File: config.mk
export PLATFORM = sky130hd
export DESIGN_NAME = sort_sequencer_flat
export DESIGN_NICKNAME = d
export VERILOG_FILES = /design/src/rtl/sort_sequencer_if.sv /design/src/rtl/sort_sequencer.sv /design/src/flat_wrapper.sv
export SDC_FILE = /design/constraint.sdc
export NUM_CORES = 1
export LEC_CHECK = 0
export ABC_AREA = 1
export CAP_MARGIN = 20
export CORE_UTILIZATION = 45
export CTS_CLUSTER_DIAMETER = 80
export DETAILED_ROUTE_END_ITERATION = 10
export GPL_TIMING_DRIVEN = 0
export PLACE_DENSITY = 0.71
export SLEW_MARGIN = 20
export SYNTH_ARGS = -nofsm -noshare
export SYNTH_HDL_FRONTEND = slang
export SYNTH_SLANG_ARGS = --single-unit
File: constraint.sdc
create_clock -name clk -period 2.9 [get_ports clk]
set_input_delay 0.29 -clock clk [delete_from_list [all_inputs] [get_ports clk]]
set_output_delay 0.29 -clock clk [all_outputs]
set_load 0.02 [all_outputs]
File: src/rtl/sort_sequencer_if.sv
// Valid/ready stream pair for the sort sequencer: unsorted samples in, sorted elements out.
// The master side is the producer/consumer; the slave side is the sequencer.
interface sort_sequencer_if;
  logic       in_valid;
  logic       in_ready;
  logic [3:0] in_data;
  logic       out_valid;
  logic       out_ready;
  logic [3:0] out_data;

  modport master (
    output in_valid,
    output in_data,
    output out_ready,
    input  in_ready,
    input  out_valid,
    input  out_data
  );

  modport slave (
    input  in_valid,
    input  in_data,
    input  out_ready,
    output in_ready,
    output out_valid,
    output out_data
  );
endinterface

File: src/rtl/sort_sequencer.sv
// In-place bubble sorter over N 4-bit values: one compare per cycle with early exit,
// loaded and drained over valid/ready streams.
module sort_sequencer #(
  parameter int unsigned N      = 8,
  parameter bit          ASCEND = 1'b1
) (
  input  logic              clk,
  input  logic              rst_n,
  sort_sequencer_if.slave   bus,
  output logic              busy,
  output logic [7:0]        sort_cycles
);

  localparam int unsigned   IdxW    = $clog2(N);
  localparam logic [IdxW-1:0] LastIdx = IdxW'(N - 1);
  localparam logic [IdxW-1:0] PassEnd = IdxW'(N - 2);

  typedef enum logic [1:0] {StLoad, StSort, StDrain} state_e;

  state_e          state_q, state_d;
  logic [IdxW-1:0] idx_q, idx_d;
  logic [IdxW-1:0] pass_q, pass_d;
  logic            swapped_q, swapped_d;
  logic [7:0]      cnt_q, cnt_d;
  logic [7:0]      sort_cycles_q, sort_cycles_d;
  logic [3:0]      mem_q [N];
  logic [3:0]      mem_d [N];

  logic [IdxW-1:0] idx_nxt;
  logic [3:0]      elem_a, elem_b;
  logic            a_gt_b, a_lt_b, do_swap;
  logic [7:0]      cnt_inc;

  // Shared compare of the adjacent pair selected by idx
  always_comb begin
    idx_nxt = idx_q + IdxW'(1);
    elem_a  = mem_q[idx_q];
    elem_b  = mem_q[idx_nxt];
    a_gt_b  = elem_a > elem_b;
    a_lt_b  = elem_a < elem_b;
    do_swap = ASCEND ? a_gt_b : a_lt_b;
    cnt_inc = (cnt_q == 8'hFF) ? cnt_q : cnt_q + 8'd1;
  end

  always_comb begin
    state_d       = state_q;
    idx_d         = idx_q;
    pass_d        = pass_q;
    swapped_d     = swapped_q;
    cnt_d         = cnt_q;
    sort_cycles_d = sort_cycles_q;
    mem_d         = mem_q;
    unique case (state_q)
      StLoad: begin
        if (bus.in_valid) begin
          mem_d[idx_q] = bus.in_data;
          if (idx_q == LastIdx) begin
            idx_d     = '0;
            pass_d    = '0;
            swapped_d = 1'b0;
            cnt_d     = '0;
            state_d   = StSort;
          end else begin
            idx_d = idx_nxt;
          end
        end
      end
      StSort: begin
        cnt_d = cnt_inc;
        if (do_swap) begin
          mem_d[idx_q]   = elem_b;
          mem_d[idx_nxt] = elem_a;
          swapped_d      = 1'b1;
        end
        if (idx_q == PassEnd) begin
          idx_d = '0;
          // Early exit once a full pass is swap-free, including this cycle's compare
          if (!(swapped_q || do_swap) || (pass_q == PassEnd)) begin
            state_d       = StDrain;
            sort_cycles_d = cnt_inc;
          end else begin
            pass_d    = pass_q + IdxW'(1);
            swapped_d = 1'b0;
          end
        end else begin
          idx_d = idx_nxt;
        end
      end
      StDrain: begin
        if (bus.out_ready) begin
          if (idx_q == LastIdx) begin
            idx_d   = '0;
            state_d = StLoad;
          end else begin
            idx_d = idx_nxt;
          end
        end
      end
      default: state_d = StLoad;
    endcase
  end

  always_ff @(posedge clk) begin
    if (!rst_n) begin
      state_q       <= StLoad;
      idx_q         <= '0;
      pass_q        <= '0;
      swapped_q     <= 1'b0;
      cnt_q         <= '0;
      sort_cycles_q <= '0;
      for (int i = 0; i < N; i++) begin
        mem_q[i] <= '0;
      end
    end else begin
      state_q       <= state_d;
      idx_q         <= idx_d;
      pass_q        <= pass_d;
      swapped_q     <= swapped_d;
      cnt_q         <= cnt_d;
      sort_cycles_q <= sort_cycles_d;
      mem_q         <= mem_d;
    end
  end

  assign bus.in_ready  = (state_q == StLoad);
  assign bus.out_valid = (state_q == StDrain);
  assign bus.out_data  = (state_q == StDrain) ? mem_q[idx_q] : 4'd0;
  assign busy          = (state_q != StLoad);
  assign sort_cycles   = sort_cycles_q;

endmodule

File: src/flat_wrapper.sv
// flat-port wrapper written by rule: the top's interface ports become plain ports
module sort_sequencer_flat 
#(
  parameter int unsigned N      = 8,
  parameter bit          ASCEND = 1'b1
)
  (clk, rst_n, busy, sort_cycles, bus_in_valid, bus_in_data, bus_out_ready, bus_in_ready, bus_out_valid, bus_out_data);
  sort_sequencer_if bus_i ();
  input  logic clk;
  input  logic rst_n;
  output logic busy;
  output logic [7:0] sort_cycles;
  input wire logic [$bits(bus_i.in_valid)-1:0] bus_in_valid;
  input wire logic [$bits(bus_i.in_data)-1:0] bus_in_data;
  input wire logic [$bits(bus_i.out_ready)-1:0] bus_out_ready;
  output wire logic [$bits(bus_i.in_ready)-1:0] bus_in_ready;
  output wire logic [$bits(bus_i.out_valid)-1:0] bus_out_valid;
  output wire logic [$bits(bus_i.out_data)-1:0] bus_out_data;
  assign bus_i.in_valid = bus_in_valid;
  assign bus_i.in_data = bus_in_data;
  assign bus_i.out_ready = bus_out_ready;
  assign bus_in_ready = bus_i.in_ready;
  assign bus_out_valid = bus_i.out_valid;
  assign bus_out_data = bus_i.out_data;
  sort_sequencer #(.N(N), .ASCEND(ASCEND)) u_core (.clk(clk), .rst_n(rst_n), .bus(bus_i), .busy(busy), .sort_cycles(sort_cycles));
endmodule
==> qor.csv, run 1 <==
stage;metric;value;unit
clocking;root_buffer;clkbuf_8;
clocking;clockBufferDepth;2;
pwr;internal_power;1.48;mW
global_route;grtUsageTotal;0.313;
synth;seq_area_frac_synth;0.271;
min_path;whs_path_depth;2;
finish;diodes;0;
timing;finalHoldViolCount;0;
synth;synthDistinctLibCells;34;
timing;fin_skew;10.5;ps
pwr;leakage;2.32;nW
min_path;holdCritPathClass;flop to flop;
worst_setup_path;end_kind;flop;
pwr;p_per_area;435;nW/µm²
drt;drc;0;
finish;final_util;0.586;
synth;ys.flop_type;dfxtp_1;
min_path;min_to;u_core.sort_cycles[6];
synth;synth_edf_count;0;
worst_setup_path;r2r_slack;60;ps
global_route;antenna_found_initial;0;
timing;rsz0062_at_grt;yes;
drt;drtIter0Drc;377;
worst_setup_path;worstSetupPathType;flop to flop;
timing;slew_headroom;0.491;
worst_setup_path;reg2reg_from;u_core.idx_q[0];
timing;tightest_slew;764;ps
job;maxCapViolCount;0;
pwr;p_seq_frac;0.360;
pwr;vdd_drop_max;0.379;mV
synth;synth_most_common_cell;nand2_1;
clocking;cts_tree;done;
place;place_congestion;1.05;
timing;min_period_over_period;0.979;
timing;setup_tns;0;ps
global_route;grt_pass1_vias;4658;
die;start_util;0.474;
worst_setup_path;slowest_stage;dfxtp_2;
die;ios;23;
clocking;cts.sinks;57;
worst_setup_path;timing.rr.end;u_core.mem_q[4];
synth;postSynthCellCount;718;
min_path;min_from;u_core.sort_cycles[6];
pwr;switching_share;0.346;
finish;final_nets;785;
drt;firstDrtPassIters;6;
place;dp_cells;848;
drt;drt_wl_total;15000;µm
die;die_x;98.8;µm
synth;yosysWarnings;0;
global_route;grt_max_degree;15;
worst_setup_path;cpMostUsedCell;nand2_1;
drt;wire_per_inst;17.0;µm
finish;stdcell_count;880;
finish;drive_above_1_share;0.193;
finish;syn_to_final_growth;23.5;%
synth;synth_top_cell_by_area;dfxtp_1;
worst_setup_path;crit_fanout;9;
clocking;clk_latency;370;ps
place;dpl_cell_area;4580;µm²
timing;maxSlewViolCount;0;
die;row_count;34;
worst_setup_path;cp-start-kind;flop;
timing;fmax;0.352;GHz
clocking;cts_hold_buf;0;
worst_setup_path;critical_path.max_stage_delay;340;ps
pwr;pwr-share-comb;0.248;
drt;via_per_inst;5.61;
worst_setup_path;reg2regPathDepth;23;
outcome;outcome;completed;
die;coreArea;8890;µm²
worst_setup_path;cp.arrival;3140;ps
clocking;htreeDepth;3;
worst_setup_path;cp_cell_sequence;buf_6 -> buf_8 -> clkinv_8 -> ha_4 -> inv_4 -> buf_4 -> nand2_1 -> nand2_1 -> nand2_2 -> nand2_4 -> ha_1 -> inv_1 -> nand2_1 -> nand2_1 -> nand2_1 -> nand2_2 -> nand3_2 -> o21ai_4 -> buf_12 -> nand2_8 -> nand2_2 -> nand2_1 -> a21oi_2;
pwr;p_sw;784;µW
synth;syn_area;4220;µm²
finish;final_area;5210;µm²
worst_setup_path;critPathRequiredTime;3200;ps
die;die-area;9760;µm²
synth;syn_avg_cell_area;5.87;µm²
clocking;clk_pin_slew;80;ps
synth;async_reset_ff_frac;0;
clocking;cts_buffers;9;
synth;syn-num-nets;736;
pwr;p_clk_frac;0.392;
place;dp_hpwl;10600;µm
synth;synth-seq-cells;57;
synth;synth_common_cells;nand2_1 (258), nor2_1 (93), nand3_1 (65);
global_route;grt_pass1_wl;23600;µm
global_route;grt.overflow.total;0;
synth;synthTopCellsByArea;dfxtp_1 (27%), nand2_1 (23%), nor2_1 (8.3%);
synth;synth_top_area_frac;0.271;
die;die_height;98.8;µm
timing;fin_crit;2840;ps
place;port_buffers;22;
drt;vias;4941;
timing;finalSetupViolCount;0;
drt;postRouteAntennaNets;0;
## final cells by class
class / instances / area [µm²]
multi-input combinational: 557 / 2850
clock inverter: 7 / 103
buffer: 26 / 181
fill: 888 / 3680
tap: 108 / 135
timing repair buffer: 39 / 370
inverter: 77 / 307
clock buffer: 9 / 124
sequential: 57 / 1140
## power groups by stage
stage / combinational, mW / clock, mW / sequential, mW
detailed placement: 0.442 / 0 / 0.834
floorplan: 0.312 / 0 / 0.831
global route: 0.602 / 0.926 / 0.819
finish: 0.562 / 0.889 / 0.817
global placement: 0.443 / 0 / 0.833
CTS: 0.495 / 0.890 / 0.816
## worst max-delay path by stage
| stage | cells past startpoint | endpoint | start | slack (ps) |
|---|---|---|---|---|
| floorplan | 23 | u_core.mem_q[24] | u_core.idx_q[0] | 2 |
| global placement | 22 | u_core.sort_cycles[7] | u_core.idx_q[0] | -590 |
| detailed placement | 23 | u_core.mem_q[29] | u_core.idx_q[0] | -600 |
| CTS | 11 | bus_out_data[2] | u_core.idx_q[0] | 10 |
| global route | 23 | u_core.mem_q[18] | u_core.idx_q[0] | -70 |
| finish | 23 | u_core.mem_q[4] | u_core.idx_q[0] | 60 |
## kinds of logic (layout without fill, tap and decap cells)
group / Yosys count / in the layout / share of synthesized area
compound gates: 102 / 102 / 0.144
xor+xnor: 4 / 4 / 0.00831
fa+ha+maj: 10 / 10 / 0.0297
buf+inv: 104 / 158 / 0.109
flops: 57 / 57 / 0.271
simple gates: 441 / 441 / 0.439
## per-layer routing
layer / share of wire / global-route usage / up-vias / wire length, µm
met1: 0.41 / 0.401 / 2258 / 6200
met5: 0 / 0 / - / 0
li1: - / - / 2365 / -
met3: 0.084 / 0.0532 / 63 / 1250
met2: 0.46 / 0.515 / 255 / 6860
met4: 0.042 / 0.140 / 0 / 633
## cell usage in the layout (no fill, tap or decap), types with 17 or more instances in the layout
cell             netlist  layout
inv_1                 62      59
nand2_2                2      21
o21ai_1               25      27
clkdlybuf4s50_1        0      18
o21ai_0               23      19
nand2_1              258     234
a21oi_1               29      27
nor2_1                93      82
buf_4                  3      18
a21oi_2               15      17
dfxtp_1               57      55
nand3_1               65      65
## timing repair
action                     in CTS  in global routing
setup endpoints to repair      48                 49
pin swaps                       4                  7
setup buffers                   8                  7
cloned                          1                  1
gates resized for setup        20                 61
## state kept, by name, summed over array words and instances (netlist names)
register            cells
u_core.cnt_q            8
u_core.idx_q            3
u_core.swapped_q        1
u_core.pass_q           3
u_core.mem_q           32
u_core.state_q          2
u_core.sort_cycles      8
## critical path, delay by kind of cell (launching register included)
kind | cells | cell delay [ps]
flip-flops | 1 | 340
AO/OA/AOI/OAI | 2 | 240
AND/OR/NAND/NOR | 12 | 890
buffers and inverters | 7 | 790
adder cells (fa/ha/maj) | 2 | 500
## stage by stage
step | power [mW] | hold WS, ps | setup slack (ps)
6_report | 2.27 | 467 | 60.3
4_1_cts | 2.20 | 474 | 14.8
3_5_place_dp | 1.28 | 461 | -597
5_1_grt | 2.35 | 500 | -71.8
2_1_floorplan | 1.14 | 445 | 1.61
3_3_place_gp | 1.28 | 450 | -589
Note: power is estimated with default switching activity, not from simulation.
==> run 2, diff against run 1 <==
--- a/config.mk
+++ b/config.mk
@@ -7,6 +7,7 @@
 export LEC_CHECK = 0
 export ABC_AREA = 1
 export CAP_MARGIN = 20
+export CORE_MARGIN = 5
 export CORE_UTILIZATION = 45
 export CTS_CLUSTER_DIAMETER = 80
 export DETAILED_ROUTE_END_ITERATION = 10
==> run 2 against run 1 <==
The flow now finishes with violations (negative setup slack). Via count is 3.7% higher. Die area grew 17%. Largest cell class unchanged. Combinational power grew 21%. Routed wire length increased by 7.1%. Register-to-register slack got worse by 150 ps. First-iteration DRC count rose by 48%. Clock-buffer cell count stayed put. Global-route usage is 4.0 points lower. Sequential cell count stayed put. Critical path depth stayed put. Hold slack improved by 4.1 ps.
==> qor.csv, run 2 (synthesis results as in run 1) <==
stage;metric;value;unit;change
outcome;outcome;finished with violations;;was completed
outcome;violations;negative setup slack;;
worst_setup_path;worstSetupPathType;flop to flop;;unchanged
timing;setup_ws;-92.0;ps;was 60.3 ps
min_path;holdCritPathClass;flop to flop;;unchanged
clocking;htreeDepth;3;;unchanged
drt;via_per_inst;5.72;;was 5.61
drt;firstDrtPassIters;6;;unchanged
timing;fin_crit;2990;ps;was 2840 ps
global_route;antenna_found_initial;0;;unchanged
global_route;grt_pass1_wl;24200;µm;was 23600 µm
drt;vias;5123;;was 4941
die;coreArea;9200;µm²;was 8890 µm²
worst_setup_path;crit_fanout;6;;was 9
timing;finalHoldViolCount;0;;unchanged
place;dp_hpwl;10400;µm;was 10600 µm
pwr;leakage;2.32;nW;about the same
timing;finalSetupViolCount;30;;was 0
clocking;clk_pin_slew;80;ps;about the same
global_route;grt_pass1_vias;4760;;was 4658
die;row_count;35;;was 34
clocking;cts.sinks;57;;unchanged
global_route;grt_max_degree;14;;was 15
drt;drtIter0Drc;558;;was 377
finish;syn_to_final_growth;30.4;%;was 23.5%
finish;stdcell_count;896;;was 880
worst_setup_path;end_kind;flop;;unchanged
timing;tightest_slew;817;ps;was 764 ps
job;maxCapViolCount;0;;unchanged
die;die_x;107;µm;was 98.8 µm
finish;final_common_cell;nand2_1;;unchanged
worst_setup_path;cp.arrival;3250;ps;was 3140 ps
die;die-area;11400;µm²;was 9760 µm²
finish;drive_above_1_share;0.261;;was 0.193
finish;final_util;0.598;;was 0.586
global_route;grt.overflow.total;0;;unchanged
finish;nFillCells;833;;was 888
timing;fin_skew;11.4;ps;was 10.5 ps
timing;maxSlewViolCount;0;;unchanged
clocking;clk_latency;360;ps;was 370 ps
finish;final_area;5500;µm²;was 5210 µm²
drt;drc;0;;unchanged
finish;multi_input_area;3000;µm²;was 2850 µm²
pwr;p_per_area;407;nW/µm²;was 435 nW/µm²
finish;largest_register_ffs;32;;unchanged
clocking;cts_tree;done;;unchanged
worst_setup_path;cp-start-kind;flop;;unchanged
pwr;vdd_drop_max;0.330;mV;was 0.379 mV
clocking;root_buffer;clkbuf_8;;unchanged
die;die_height;107;µm;was 98.8 µm
place;dp_cells;851;;was 848
place;place_congestion;1.06;;was 1.05
finish;regMostFlops;u_core.mem_q;;unchanged
timing;slew_headroom;0.455;;was 0.491
clocking;clockBufferDepth;2;;unchanged
place;dpl_cell_area;4590;µm²;was 4580 µm²
drt;drt_wl_total;16000;µm;was 15000 µm
drt;postRouteAntennaNets;0;;unchanged
finish;regArea;1140;µm²;unchanged
global_route;grtUsageTotal;0.273;;was 0.313
drt;wire_per_inst;17.9;µm;was 17.0 µm
timing;fmax;0.334;GHz;was 0.352 GHz
finish;mostFrequentLayoutCells;nand2_1 (205), nor2_1 (77), inv_1 (59);;was nand2_1 (234), nor2_1 (82), nand3_1 (65)
timing;rsz0062_at_grt;yes;;unchanged
die;ios;23;;unchanged
finish;diodes;0;;unchanged
place;port_buffers;22;;unchanged
timing;min_period_over_period;1.03;;was 0.979
finish;final_nets;798;;was 785
worst_setup_path;critPathRequiredTime;3160;ps;was 3200 ps
clocking;cts_buffers;9;;unchanged
clocking;cts_hold_buf;0;;unchanged
die;start_util;0.459;;was 0.474
==> run 2: cell types whose count changed in the layout (fill, tap and decap cells not counted), moves of 4 or more <==
cell            before  now
buf_4               18   23
buf_6                5    9
dlymetal6s2s_1       4    0
nand2_1            234  205
nand2_2             21   49
nand3_1             65   57
nand3_2              2    8
nor2_1              82   77
nor2_2               9   14
==> run 2: area by class of cell <==
type	count	area share
clock buffers	9	0.0225
plain buffers	26	0.0330
repair buffers	52	0.0976
flip-flops and latches	57	0.208
inverters	77	0.0562
multi-input cells	557	0.546
clock inverters	7	0.0111
well taps	111	0.0253
==> run 2: routing by layer <==
metal / track usage / up-vias / part of all wire
met5: 0 / - / 0
met4: 0.132 / 0 / 0.064
met3: 0.0542 / 94 / 0.10
met2: 0.450 / 305 / 0.46
met1: 0.340 / 2336 / 0.38
li1: - / 2388 / -
==> run 2: final timing paths <==
kind,startpoint,end,slack [ps],depth (start not counted)
min reg2reg,u_core.sort_cycles[3],u_core.sort_cycles[3],470,2
max,u_core.idx_q[0],u_core.mem_q[30],-90,23
min,u_core.sort_cycles[3],u_core.sort_cycles[3],470,2
max reg2reg,u_core.idx_q[0],u_core.mem_q[30],-90,23
==> run 2: power by group <==
part,leakage [nW],internal (mW),switching (mW)
clock network,0.0888,0.326,0.412
logic,1.77,0.252,0.430
registers,0.462,0.804,0.0144
total,2.32,1.38,0.856
==> run 2: critical path, stage by stage (launching register included) <==
cell	delay (ps)
dfxtp_2	350
buf_6	110
buf_8	120
clkinv_8	50
ha_4	290
buf_6	130
buf_6	120
nand2_2	50
nand2_2	70
nand2_2	50
nand2_2	100
inv_2	60
ha_4	260
nand2_2	50
inv_2	80
nand2_2	60
nand2_2	90
nand3_2	100
o21ai_4	170
buf_12	160
buf_8	120
nand2_4	70
nor2_1	140
a21oi_2	60
==> run 2: what timing repair did <==
action                                  in CTS  in global routing
pin swaps                                    5                 35
endpoints found under the setup margin      48                 48
setup buffers                               22                  7
gates resized for setup                     26                104
gates cloned                                 2                  0
==> run 2: through the flow <==
stage	power (mW)	hold slack, ps	setup slack, ps	TNS [ps]
after floorplan	1.14	445	1.61	0
after global placement	1.27	451	-581	-22190
after detailed placement	1.28	462	-611	-23530
after CTS	2.12	474	-9.77	-35.4
after global routing	2.32	500	-189	-4540
final	2.24	471	-92.0	-1490
==> run 3, diff against run 2 <==
--- a/config.mk
+++ b/config.mk
@@ -12,7 +12,7 @@
 export CTS_CLUSTER_DIAMETER = 80
 export DETAILED_ROUTE_END_ITERATION = 10
 export GPL_TIMING_DRIVEN = 0
-export PLACE_DENSITY = 0.71
+export PLACE_DENSITY = 0.69
 export SLEW_MARGIN = 20
 export SYNTH_ARGS = -nofsm -noshare
 export SYNTH_HDL_FRONTEND = slang
==> constraint.sdc (replaced) <==
create_clock -name clk -period 3.32 [get_ports clk]
set_input_delay 0.332 -clock clk [delete_from_list [all_inputs] [get_ports clk]]
set_output_delay 0.332 -clock clk [all_outputs]
set_load 0.02 [all_outputs]
==> run 3 against run 2 <==
The flow now finishes without violations. Die area stayed put. Combinational power is 35% lower. First-iteration DRC count is 21% lower. Utilization is 6.3 points lower. Critical path depth is 12 lower. Cell area is 11% lower. Power is 14% lower. Via count is 7.6% lower. Critical path type is now flop to primary output. Highest routed layer unchanged.
==> qor.csv, run 3 (synthesis results as in run 1) <==
stage;metric;value;unit;change
outcome;outcome;completed;;was finished with violations
clocking;clockBufferDepth;2;;unchanged
worst_setup_path;reg2reg_from;u_core.idx_q[0];;unchanged
finish;syn_to_final_growth;16.7;%;was 30.4%
worst_setup_path;cp.arrival;2770;ps;was 3250 ps
global_route;grt_max_degree;11;;was 14
finish;diodes;0;;unchanged
die;row_count;35;;unchanged
finish;largest_register_ffs;32;;unchanged
timing;rsz0062_at_grt;no;;was yes
min_path;min_to;u_core.sort_cycles[6];;was u_core.sort_cycles[3]
worst_setup_path;worstSetupPathType;flop to primary output;;was flop to flop
die;die_height;107;µm;unchanged
worst_setup_path;crit_fanout;10;;was 6
min_path;holdCritPathClass;flop to flop;;unchanged
finish;drive_above_1_share;0.132;;was 0.261
timing;fin_skew;13.8;ps;was 11.4 ps
clocking;cts_hold_buf;0;;unchanged
pwr;leakage;2.21;nW;was 2.32 nW
worst_setup_path;end_kind;primary output;;was flop
timing;tightest_slew;796;ps;was 817 ps
worst_setup_path;timing.rr.end;u_core.mem_q[1];;was u_core.mem_q[30]
place;place_congestion;1.01;;was 1.06
finish;final_common_cell;nand2_1;;unchanged
min_path;whs_path_depth;2;;unchanged
clocking;cts_buffers;9;;unchanged
job;maxCapViolCount;0;;unchanged
place;dp_hpwl;10800;µm;was 10400 µm
pwr;p_per_area;392;nW/µm²;was 407 nW/µm²
die;die_x;107;µm;unchanged
timing;fin_crit;3100;ps;
finish;mostFrequentLayoutCells;nand2_1 (254), nor2_1 (91), nand3_1 (65);;was nand2_1 (205), nor2_1 (77), inv_1 (59)
drt;firstDrtPassIters;7;;was 6
clocking;clk_latency;360;ps;about the same
clocking;root_buffer;clkbuf_8;;unchanged
worst_setup_path;reg2regPathDepth;23;;unchanged
clocking;clk_pin_slew;70;ps;was 80 ps
worst_setup_path;critPathRequiredTime;2990;ps;was 3160 ps
timing;finalHoldViolCount;0;;unchanged
worst_setup_path;r2r_slack;250;ps;was -90 ps
timing;fmax;0.323;GHz;
drt;drc;0;;unchanged
drt;drtIter0Drc;441;;was 558
global_route;antenna_found_initial;0;;unchanged
die;die-area;11400;µm²;unchanged
finish;final_util;0.535;;was 0.598
drt;wire_per_inst;17.2;µm;was 17.9 µm
finish;regArea;1140;µm²;about the same
worst_setup_path;crit_path_start;u_core.idx_q[0];;unchanged
place;port_buffers;22;;unchanged
die;start_util;0.459;;unchanged
finish;nFillCells;962;;was 833
place;dp_cells;851;;unchanged
global_route;grt.overflow.total;0;;unchanged
timing;maxSlewViolCount;0;;unchanged
global_route;grtUsageTotal;0.271;;was 0.273
timing;finalSetupViolCount;0;;was 30
finish;multi_input_area;2660;µm²;was 3000 µm²
min_path;min_from;u_core.sort_cycles[6];;was u_core.sort_cycles[3]
clocking;cts.sinks;57;;unchanged
worst_setup_path;cp-start-kind;flop;;unchanged
die;coreArea;9200;µm²;unchanged
clocking;cts_tree;done;;unchanged
global_route;grt_pass1_wl;23900;µm;was 24200 µm
finish;stdcell_count;871;;was 896
pwr;vdd_drop_max;0.291;mV;was 0.330 mV
timing;slew_headroom;0.469;;was 0.455
finish;final_nets;773;;was 798
clocking;htreeDepth;3;;unchanged
finish;regMostFlops;u_core.mem_q;;unchanged
drt;drt_wl_total;15000;µm;was 16000 µm
die;ios;23;;unchanged
timing;min_period_over_period;0.934;;
drt;via_per_inst;5.43;;was 5.72
drt;postRouteAntennaNets;0;;unchanged
global_route;grt_pass1_vias;4589;;was 4760
drt;vias;4732;;was 5123
[run 3: changes by cell type in the layout (fill, tap and decap cells not counted), sizes merged]
cell and delta:
inv -3, buf -25, clkbuf +2, bufinv +2, dlygate4sd2 -1, clkinvlp -1
clkdlybuf4s50 +1
[run 3: worst max-delay path by stage]
stage	to	slack (ps)	depth (start not counted)
4_1_cts	u_core.mem_q[6]	3	22
3_3_place_gp	u_core.sort_cycles[5]	-480	23
2_1_floorplan	u_core.sort_cycles[5]	300	23
3_5_place_dp	u_core.sort_cycles[5]	-530	23
5_1_grt	u_core.mem_q[7]	50	24
6_report	bus_out_data[0]	220	11
[run 3: through the flow]
step | area, µm² | total power, mW | hold WS, ps | TNS, ps | setup WS (ps)
3_3_place_gp | 4580 | 1.11 | 450 | -13960 | -478
2_1_floorplan | 4220 | 0.993 | 444 | 0 | 304
4_1_cts | 4870 | 1.91 | 468 | 0 | 2.95
3_5_place_dp | 4580 | 1.12 | 456 | -15740 | -529
5_1_grt | 4920 | 2.01 | 494 | 0 | 46.8
6_report | 4920 | 1.93 | 464 | 0 | 221
[run 3: routing by layer]
| metal | GRT usage | vias to the layer above | wire length [µm] |
|---|---|---|---|
| met5 | 0 | - | 0 |
| met3 | 0.0506 | 52 | 1150 |
| met4 | 0.123 | 0 | 614 |
| met2 | 0.453 | 212 | 6930 |
| met1 | 0.338 | 2126 | 6260 |
| li1 | - | 2342 | - |
[run 3: layout make-up]
class | instances | share of cell area
clock inverters | 5 | 0.0158
flip-flops and latches | 57 | 0.232
clock buffers | 11 | 0.0308
inverters | 77 | 0.0592
plain buffers | 27 | 0.0384
repair buffers | 26 | 0.0542
multi-input cells | 557 | 0.541
well taps | 111 | 0.0282
[run 3: timing repair]
item	4_1_cts	5_1_grt
setup endpoints to repair	45	46
setup buffers	3	1
hold endpoints to repair	0	0
gates resized for setup	10	14
pin swaps	1	1
[run 3: power breakdown]
group | switching (mW) | internal (mW) | leakage (nW)
sequential | 0.0113 | 0.702 | 0.462
combinational | 0.309 | 0.135 | 1.63
clock | 0.310 | 0.461 | 0.115
[run 3: worst max-delay path, stage by stage (launching register included)]
cell	delay [ps]
dfxtp_2	340
buf_6	120
buf_2	290
nand2_1	100
o21ai_1	150
nand2_1	80
nand2_1	70
nand2_1	50
nand2_1	250
inv_2	170
nor2_1	170
clkdlybuf4s50_1	630
